[src/rtl/bubble_turn_sequencer.sv]
// Turn sequencer for an 8x8 two-player bubble match: takes moves, marks the
// mover's occupancy plane, scans that plane for a winning run, then scores,
// alternates the turn and parks between rounds until new_round.
module bubble_turn_sequencer #(
    parameter int unsigned CONNECT      = 4,
    parameter int unsigned MATCH_POINTS = 3
) (
    input  logic        CLK,
    input  logic        reset,
    input  logic        move_valid,
    input  logic [5:0]  move_cell,
    output logic        move_ready,
    output logic        move_reject,
    input  logic        new_round,
    output logic [63:0] red,
    output logic [63:0] blue,
    output logic        turn,
    output logic [1:0]  p1_score,
    output logic [1:0]  p2_score,
    output logic [1:0]  round_win,
    output logic        match_over,
    output logic        busy
);

    typedef enum logic [2:0] {
        StIdle,
        StPlace,
        StScan,
        StResolve,
        StRoundEnd,
        StMatchEnd
    } state_e;

    // Bit k*8 set for k < n: one vertical run anchored at cell 0.
    function automatic logic [63:0] vert_base(input int unsigned n);
        logic [63:0] m;
        m = '0;
        for (int unsigned k = 0; k < n; k++) begin
            m = m | (64'd1 << (8 * k));
        end
        return m;
    endfunction

    function automatic logic [1:0] sat_inc(input logic [1:0] s);
        return (s == 2'd3) ? 2'd3 : s + 2'd1;
    endfunction

    localparam logic [63:0] HBase = (64'd1 << CONNECT) - 64'd1;
    localparam logic [63:0] VBase = vert_base(CONNECT);

    state_e      state_q, state_d;
    logic [63:0] red_q, red_d, blue_q, blue_d;
    logic        turn_q, turn_d;
    logic [1:0]  p1_q, p1_d, p2_q, p2_d;
    logic [5:0]  cell_q, cell_d;
    logic [5:0]  idx_q, idx_d;
    logic        win_q, win_d;
    logic        reject_q, reject_d;
    logic [1:0]  round_win_q, round_win_d;

    logic [63:0] occupied, plane, hmask, vmask;
    logic [1:0]  mover_score;
    logic        hit;

    // Run detection at the current scan index over the mover's plane.
    always_comb begin
        occupied = red_q | blue_q;
        plane    = turn_q ? blue_q : red_q;
        hmask    = HBase << idx_q;
        vmask    = VBase << idx_q;
        // Column/row limits keep runs from wrapping past the board edge.
        hit = ((32'(idx_q[2:0]) <= 8 - CONNECT) && ((plane & hmask) == hmask)) ||
              ((32'(idx_q[5:3]) <= 8 - CONNECT) && ((plane & vmask) == vmask));
    end

    // Next-state and datapath updates for the round/match sequence.
    always_comb begin
        state_d     = state_q;
        red_d       = red_q;
        blue_d      = blue_q;
        turn_d      = turn_q;
        p1_d        = p1_q;
        p2_d        = p2_q;
        cell_d      = cell_q;
        idx_d       = idx_q;
        win_d       = win_q;
        reject_d    = 1'b0;
        round_win_d = 2'b00;
        mover_score = turn_q ? sat_inc(p2_q) : sat_inc(p1_q);

        case (state_q)
            StIdle: begin
                if (move_valid) begin
                    if (occupied[move_cell]) begin
                        reject_d = 1'b1;
                    end else begin
                        cell_d  = move_cell;
                        state_d = StPlace;
                    end
                end
            end
            StPlace: begin
                if (turn_q) blue_d = blue_q | (64'd1 << cell_q);
                else        red_d  = red_q | (64'd1 << cell_q);
                idx_d   = '0;
                win_d   = 1'b0;
                state_d = StScan;
            end
            StScan: begin
                if (hit) win_d = 1'b1;
                idx_d = idx_q + 6'd1;
                if (idx_q == 6'd63) state_d = StResolve;
            end
            StResolve: begin
                if (win_q) begin
                    if (turn_q) begin
                        p2_d        = mover_score;
                        round_win_d = 2'b10;
                    end else begin
                        p1_d        = mover_score;
                        round_win_d = 2'b01;
                    end
                    // Loser opens the next round.
                    turn_d  = ~turn_q;
                    state_d = (32'(mover_score) == MATCH_POINTS) ? StMatchEnd : StRoundEnd;
                end else if (&occupied) begin
                    round_win_d = 2'b11;
                    turn_d      = 1'b0;
                    state_d     = StRoundEnd;
                end else begin
                    turn_d  = ~turn_q;
                    state_d = StIdle;
                end
            end
            StRoundEnd: begin
                if (new_round) begin
                    red_d   = '0;
                    blue_d  = '0;
                    state_d = StIdle;
                end
            end
            StMatchEnd: begin
                if (new_round) begin
                    red_d   = '0;
                    blue_d  = '0;
                    p1_d    = '0;
                    p2_d    = '0;
                    turn_d  = 1'b0;
                    state_d = StIdle;
                end
            end
            default: state_d = StIdle;
        endcase
    end

    // State and datapath registers.
    always_ff @(posedge CLK or posedge reset) begin
        if (reset) begin
            state_q     <= StIdle;
            red_q       <= '0;
            blue_q      <= '0;
            turn_q      <= 1'b0;
            p1_q        <= '0;
            p2_q        <= '0;
            cell_q      <= '0;
            idx_q       <= '0;
            win_q       <= 1'b0;
            reject_q    <= 1'b0;
            round_win_q <= 2'b00;
        end else begin
            state_q     <= state_d;
            red_q       <= red_d;
            blue_q      <= blue_d;
            turn_q      <= turn_d;
            p1_q        <= p1_d;
            p2_q        <= p2_d;
            cell_q      <= cell_d;
            idx_q       <= idx_d;
            win_q       <= win_d;
            reject_q    <= reject_d;
            round_win_q <= round_win_d;
        end
    end

    assign move_ready  = (state_q == StIdle);
    assign busy        = (state_q == StPlace) || (state_q == StScan) || (state_q == StResolve);
    assign match_over  = (state_q == StMatchEnd);
    assign move_reject = reject_q;
    assign round_win   = round_win_q;
    assign red         = red_q;
    assign blue        = blue_q;
    assign turn        = turn_q;
    assign p1_score    = p1_q;
    assign p2_score    = p2_q;

endmodule

[config.mk]
export PLATFORM = sky130hd
export DESIGN_NAME = bubble_turn_sequencer
export DESIGN_NICKNAME = d
export VERILOG_FILES = /design/src/rtl/bubble_turn_sequencer.sv
export SDC_FILE = /design/constraint.sdc
export NUM_CORES = 1
export LEC_CHECK = 0
export ABC_CLOCK_PERIOD_IN_PS = 6300
export CORE_MARGIN = 4
export CORE_UTILIZATION = 54
export CTS_CLUSTER_SIZE = 25
export DETAILED_ROUTE_END_ITERATION = 10
export GPL_TIMING_DRIVEN = 0
export MAX_ROUTING_LAYER = met4
export PLACE_DENSITY_LB_ADDON = 0.05
export SKIP_LAST_GASP = 1
export SLEW_MARGIN = 40
export SYNTH_ARGS = -nofsm -noshare
export SYNTH_HDL_FRONTEND = slang
export SYNTH_SLANG_ARGS = --single-unit
[constraint.sdc]
create_clock -name CLK -period 6.3 [get_ports CLK]
set_input_delay 0.945 -clock CLK [delete_from_list [all_inputs] [get_ports CLK]]
set_output_delay 0.945 -clock CLK [all_outputs]
set_load 0.02 [all_outputs]
==> flow_metrics.tcl, run 1 <==
set metrics [dict create \
    outcome "finished, final reports clean" \
    synth_edf_count 0 \
    timing.final.crit_share 0.538 \
    wire_per_inst_um 28.5 \
    htreeDepth 4 \
    vias 9906 \
    final_util 0.708 \
    ys_warn_count 0 \
    critPathLaunchType "input port" \
    fin_nets 1198 \
    numPortBuffers 146 \
    cts_tree "done" \
    first_pass_iters 6 \
    clock-root-buffer "clkbuf_16" \
    dieArea_sq_um 18800 \
    crit_start "move_cell[1]" \
    leakagePower_nw 4.96 \
    antenna_found_initial 0 \
    critPathArrivalTime_ps 3720 \
    antenna_cells 0 \
    cts_resized 0 \
    area_delta_synth_final_pct 27.0 \
    yosys_register_bits 152 \
    cap_violations 0 \
    cts_sinks 152 \
    synth_nets 1032 \
    critical_path.slowest_cell "clkdlybuf4s50_1" \
    grt_first_pass_wirelength_mm 58.7 \
    drv_slew 0 \
    cts_hold_buffers 0 \
    max_stage_delay_ps 660 \
    synth_ff_type "dfrtp_1" \
    clk_latency_ps 450 \
    worst_slew_pin_slew_ps 987 \
    routabilityCongestion 1.07 \
    fp.dieH_um 137 \
    max_freq_mhz 295 \
    drc 0 \
    min_period_ps 3390 \
    skew_ps 10.7 \
    ys_async_sr_fraction 1.00 \
    crit_fanout 6 \
    routed_wirelength_mm 40.1 \
    dpl.hpwl_mm 29.1 \
    ir_drop_uv 400 \
    setup_slack_ps 2910 \
    rsz0062_at_grt "no" \
    ys_types 64 \
    drtAntennaViolNets 0 \
    core_area_sq_um 16100 \
    endpoint_kind "flip-flop" \
    hold_viol 0 \
    dr.first_iter.drc_count 1541 \
    finalSetupViolCount 0 \
    clk_pin_slew_worst_paths_ps 70 \
    crit_chain "clkdlybuf4s50_1 > mux4_1 > o31ai_1 > a211oi_2 > o211ai_2 > or2_1 > buf_6 > mux2_4" \
    rows 46 \
    cts_made_buffers 17 \
    slew-limit-headroom 0.339 \
    post-place-ws_ps 2570 \
    drive_gt1_frac 0.0840 \
    via_per_inst 7.04 \
    seq_area_frac_synth 0.424 \
    crit_required_ps 6630 \
    synthCells 1012 \
    worstSetupPathType "in -> reg" \
    power.density_nw_per_um2 589 \
    syn_area_per_cell_sq_um 8.87 \
    io_pins 149 \
    start_util 0.557 \
    whs_ps 560 \
    cts_max_path_buffers 2 \
    grt_start_max_net_pins 84 \
    postCtsSetupRepairBufs 0 \
    grt-ovfl-total 0 \
    die_w_um 137 \
    synth_area_sq_um 8980 \
    grt_pass1_vias 9453 \
    hold_path_startpoint "red[18]$_DFFE_PP0P_" \
    worstHoldPathType "reg -> reg" \
    grt_use_total 0.439 \
    r2r_start "turn$_DFFE_PP0P_" \
]
## critical path: cells and delay by family
family / cells / cell delay [ps]
multiplexers: 2 / 910
buffers and inverters: 2 / 840
AO/OA/AOI/OAI: 3 / 760
AND/OR/NAND/NOR: 1 / 260
## flip-flops by register name, summed over array words and instances (netlist names)
name / count
cell_q: 6
red: 64
p1_score: 2
round_win: 2
win_q: 1
turn: 1
move_reject: 1
blue: 64
idx_q: 6
state_q: 3
p2_score: 2
## logic make-up after synthesis
family	count (synthesis)	synth area share
adder cells (fa/ha/maj)	10	0.0139
AO/OA/AOI/OAI	271	0.180
multiplexers	101	0.143
buffers and inverters	83	0.0446
AND/OR/NAND/NOR	395	0.195
flip-flops	152	0.424
## cell usage in the layout (no fill, tap or decap), types with 5 or more instances in the layout
cell	synthesis	routed
nor2_1	241	240
dfrtp_1	152	152
a21oi_1	150	150
clkdlybuf4s50_1	0	146
mux2i_1	68	68
nand2_1	42	42
o21ai_0	36	36
clkbuf_1	29	27
a22oi_1	24	24
nand3_1	19	19
clkbuf_16	0	17
inv_1	17	16
nand2b_1	15	15
nor4_1	16	15
nor3_1	15	14
buf_2	13	13
nor2b_1	12	12
o211ai_1	11	11
mux2_2	11	11
ha_1	10	10
nand4_1	9	9
buf_4	8	8
buf_1	8	8
mux4_2	8	8
mux4_1	8	8
inv_8	0	7
a32oi_1	7	7
o31ai_1	6	6
mux2_4	6	6
a221oi_1	6	6
nand3b_1	5	5
## layer usage
metal / GRT usage / vias up / share of wire
met5: - / - / 0
met4: 0.235 / 0 / 0.065
met3: 0.136 / 245 / 0.15
met2: 0.624 / 973 / 0.43
met1: 0.561 / 4730 / 0.36
li1: - / 3958 / -
## through the flow
stage / setup TNS [ps] / power (W) / area [sq um] / instances
CTS: 0 / 0.00652 / 11400 / 1407
global route: 0 / 0.00689 / 11400 / 1407
global placement: -80110 / 0.00529 / 10700 / 1374
detailed placement: 0 / 0.00535 / 10800 / 1375
floorplan: 0 / 0.00372 / 8980 / 1012
finish: 0 / 0.00672 / 11400 / 1407
## power breakdown
group          switching [W]  leakage, nW  internal, W
logic                0.00230         2.63      0.00141
registers           0.000512         2.02      0.00134
clock network       0.000498        0.311     0.000655
## final cells by class
cell class              count  area [sq um]
flip-flops and latches    152          3800
fillers                  1170          4710
multi-input cells         777          4790
repair buffers            147          1490
inverters                  18          75.1
well taps                 216           270
clock inverters            14           206
clock buffers              18           439
plain buffers              65           335
## worst paths after layout
| kind | endpoint | slack (ps) | depth (start not counted) |
|---|---|---|---|
| max | cell_q[4]$_DFFE_PP0P_ | 2910 | 8 |
| min | red[18]$_DFFE_PP0P_ | 560 | 2 |
| max reg2reg | blue[44]$_DFFE_PP0P_ | 2980 | 8 |
| min reg2reg | red[18]$_DFFE_PP0P_ | 560 | 2 |
| max in group asynchronous | p2_score[0]$_DFFE_PP0P_ | 4540 | 3 |
| min in group asynchronous | red[17]$_DFFE_PP0P_ | 960 | 2 |
## synth_stat cells, types with 5 or more instances
cell type | n | area (sq um)
nor2_1 | 241 | 905
dfrtp_1 | 152 | 3800
a21oi_1 | 150 | 751
mux2i_1 | 68 | 681
nand2_1 | 42 | 158
o21ai_0 | 36 | 180
clkbuf_1 | 29 | 109
a22oi_1 | 24 | 180
nand3_1 | 19 | 95.1
inv_1 | 17 | 63.8
nor4_1 | 16 | 100
nand2b_1 | 15 | 93.8
nor3_1 | 15 | 75.1
buf_2 | 13 | 65.1
nor2b_1 | 12 | 75.1
mux2_2 | 11 | 124
o211ai_1 | 11 | 82.6
ha_1 | 10 | 125
nand4_1 | 9 | 56.3
buf_1 | 8 | 30.0
buf_4 | 8 | 60.1
mux4_1 | 8 | 210
mux4_2 | 8 | 180
a32oi_1 | 7 | 61.3
a221oi_1 | 6 | 52.6
mux2_4 | 6 | 90.1
o31ai_1 | 6 | 45.0
nand3b_1 | 5 | 37.5
Note: power is estimated with default switching activity, not from simulation.
==> run 2, diff against run 1 <==
--- a/config.mk
+++ b/config.mk
@@ -5,9 +5,9 @@
 export SDC_FILE = /design/constraint.sdc
 export NUM_CORES = 1
 export LEC_CHECK = 0
-export ABC_CLOCK_PERIOD_IN_PS = 6300
+export ABC_CLOCK_PERIOD_IN_PS = 2960
 export CORE_MARGIN = 4
-export CORE_UTILIZATION = 54
+export CORE_UTILIZATION = 49
 export CTS_CLUSTER_SIZE = 25
 export DETAILED_ROUTE_END_ITERATION = 10
 export GPL_TIMING_DRIVEN = 0
==> constraint.sdc (replaced) <==
create_clock -name CLK -period 2.96 [get_ports CLK]
set_input_delay 0.444 -clock CLK [delete_from_list [all_inputs] [get_ports CLK]]
set_output_delay 0.444 -clock CLK [all_outputs]
set_load 0.02 [all_outputs]
==> run 2 against run 1 <==
Routed wire length is 1.6% lower. First-iteration DRC count shrank 18%. Combinational power up 110%. Via count shrank 4.0%.
==> flow_metrics.tcl, run 2 (synthesis gave the netlist of run 1 again) <==
set metrics [dict create \
    dieArea_sq_um 20600 \
    dpl.hpwl_mm 29.4 \
    layout_commonest_cell "nor2_1" \
    drv_slew 0 \
    ff2ff_setup_slack_ps 7 \
    grt_use_total 0.396 \
    cts_tree "done" \
    worst-path-buf-inv 2 \
    max_freq_mhz 339 \
    grt_pass1_vias 9347 \
    via_per_inst 6.68 \
    clock-root-buffer "clkbuf_16" \
    leakagePower_nw 4.99 \
    critPathLaunchType "flip-flop" \
    drive_gt1_frac 0.0937 \
    placedCellCount 1393 \
    min_period_ps 2950 \
    critical_path.slowest_cell "dfrtp_1" \
    vias 9513 \
    skew_ps 11.4 \
    crit_chain "inv_1 > ha_1 > and2_1 > buf_1 > a22o_1 > a221oi_1 > o2bb2ai_1 > a32oi_1 > nor3_1 > a211o_1" \
    start_util 0.500 \
    numPortBuffers 146 \
    clk_pin_slew_worst_paths_ps 70 \
    worstHoldPathType "in -> async" \
    worst_slew_pin_slew_ps 933 \
    grt-ovfl-total 0 \
    max_stage_delay_ps 490 \
    finalSetupViolCount 0 \
    antenna_cells 0 \
    cap_violations 0 \
    first_pass_iters 8 \
    cts_max_path_buffers 2 \
    fin_nets 1202 \
    cts_made_buffers 17 \
    antenna_found_initial 0 \
    total_power_w 0.0139 \
    fp.dieH_um 143 \
    cts_sinks 152 \
    die_w_um 143 \
    hold_viol 0 \
    io_pins 149 \
    postCtsSetupRepairBufs 0 \
    drtAntennaViolNets 0 \
    crit_required_ps 3350 \
    ir_drop_uv 694 \
    endpoint_kind "flip-flop" \
    rows 49 \
    routabilityCongestion 0.995 \
    drc 0 \
    rsz0062_at_grt "yes" \
    timing.final.crit_share 0.998 \
    outcome "finished, final reports clean" \
    routed_wirelength_mm 39.5 \
    core_area_sq_um 18000 \
    grt_start_max_net_pins 27 \
    path_delay_family "compound AO/OA/AOI/OAI gates" \
    wire_per_inst_um 27.7 \
    crit_fanout 9 \
    worstSetupPathType "reg -> reg" \
    fillers 1524 \
    grt_first_pass_wirelength_mm 58.2 \
    slew-limit-headroom 0.378 \
    power.density_nw_per_um2 1210 \
    dr.first_iter.drc_count 1267 \
    stdcell_count 1424 \
    area_delta_synth_final_pct 28.2 \
    htreeDepth 4 \
    clk_latency_ps 460 \
    mostFrequentLayoutCells "nor2_1, dfrtp_1, a21oi_1" \
    critPathArrivalTime_ps 3340 \
]
## run 2: repair_timing
action,CTS,global route
resized for setup,1,15
hold buffers,0,0
pin swaps,0,2
setup endpoints to repair,11,27
## run 2: report_power, final
group / internal [W] / total, W / switching [W]
combinational: 0.00303 / 0.00781 / 0.00478
clock: 0.00114 / 0.00221 / 0.00107
sequential: 0.00285 / 0.00392 / 0.00107
total: 0.00702 / 0.0139 / 0.00692
## run 2: worst paths after layout
kind | end | cells past startpoint | from
worst max-delay path | win_q$_DFFE_PP0P_ | 10 | idx_q[0]$_DFFE_PP0N_
worst min-delay path | red[26]$_DFFE_PP0P_ | 2 | reset
worst max register to register | win_q$_DFFE_PP0P_ | 10 | idx_q[0]$_DFFE_PP0N_
worst min register to register | red[62]$_DFFE_PP0P_ | 2 | red[62]$_DFFE_PP0P_
max in group asynchronous | idx_q[1]$_DFFE_PP0N_ | 5 | reset
min in group CLK | red[62]$_DFFE_PP0P_ | 2 | red[62]$_DFFE_PP0P_
## run 2: per-stage QoR
stage	hold slack, ps	setup TNS, ps	util	setup slack, ps	instance area (sq um)
2_1_floorplan	517	0	-	599	8980
3_3_place_gp	527	-104080	0.597	-685	10700
3_5_place_dp	542	-3060	0.606	-277	10900
5_1_grt	400	-119	0.641	-119	11500
4_1_cts	364	0	0.639	2.69	11500
6_report	357	0	0.641	6.92	11500
## run 2: per-layer routing
| metal | vias to the layer above | share of wire | global-route usage |
|---|---|---|---|
| met5 | - | 0 | - |
| met1 | 4604 | 0.39 | 0.517 |
| li1 | 3979 | - | - |
| met2 | 754 | 0.43 | 0.572 |
| met3 | 176 | 0.12 | 0.122 |
| met4 | 0 | 0.058 | 0.172 |
## run 2: cell type report
class	instances	area (sq um)	area share
Buffer	64	345	0.0300
Clock buffer	17	425	0.0370
Clock inverter	15	175	0.0152
Inverter	18	71.3	0.00620
Multi-Input combinational cell	777	4810	0.418
Sequential cell	152	3800	0.330
Tap cell	229	287	0.0249
Timing Repair Buffer	152	1600	0.139
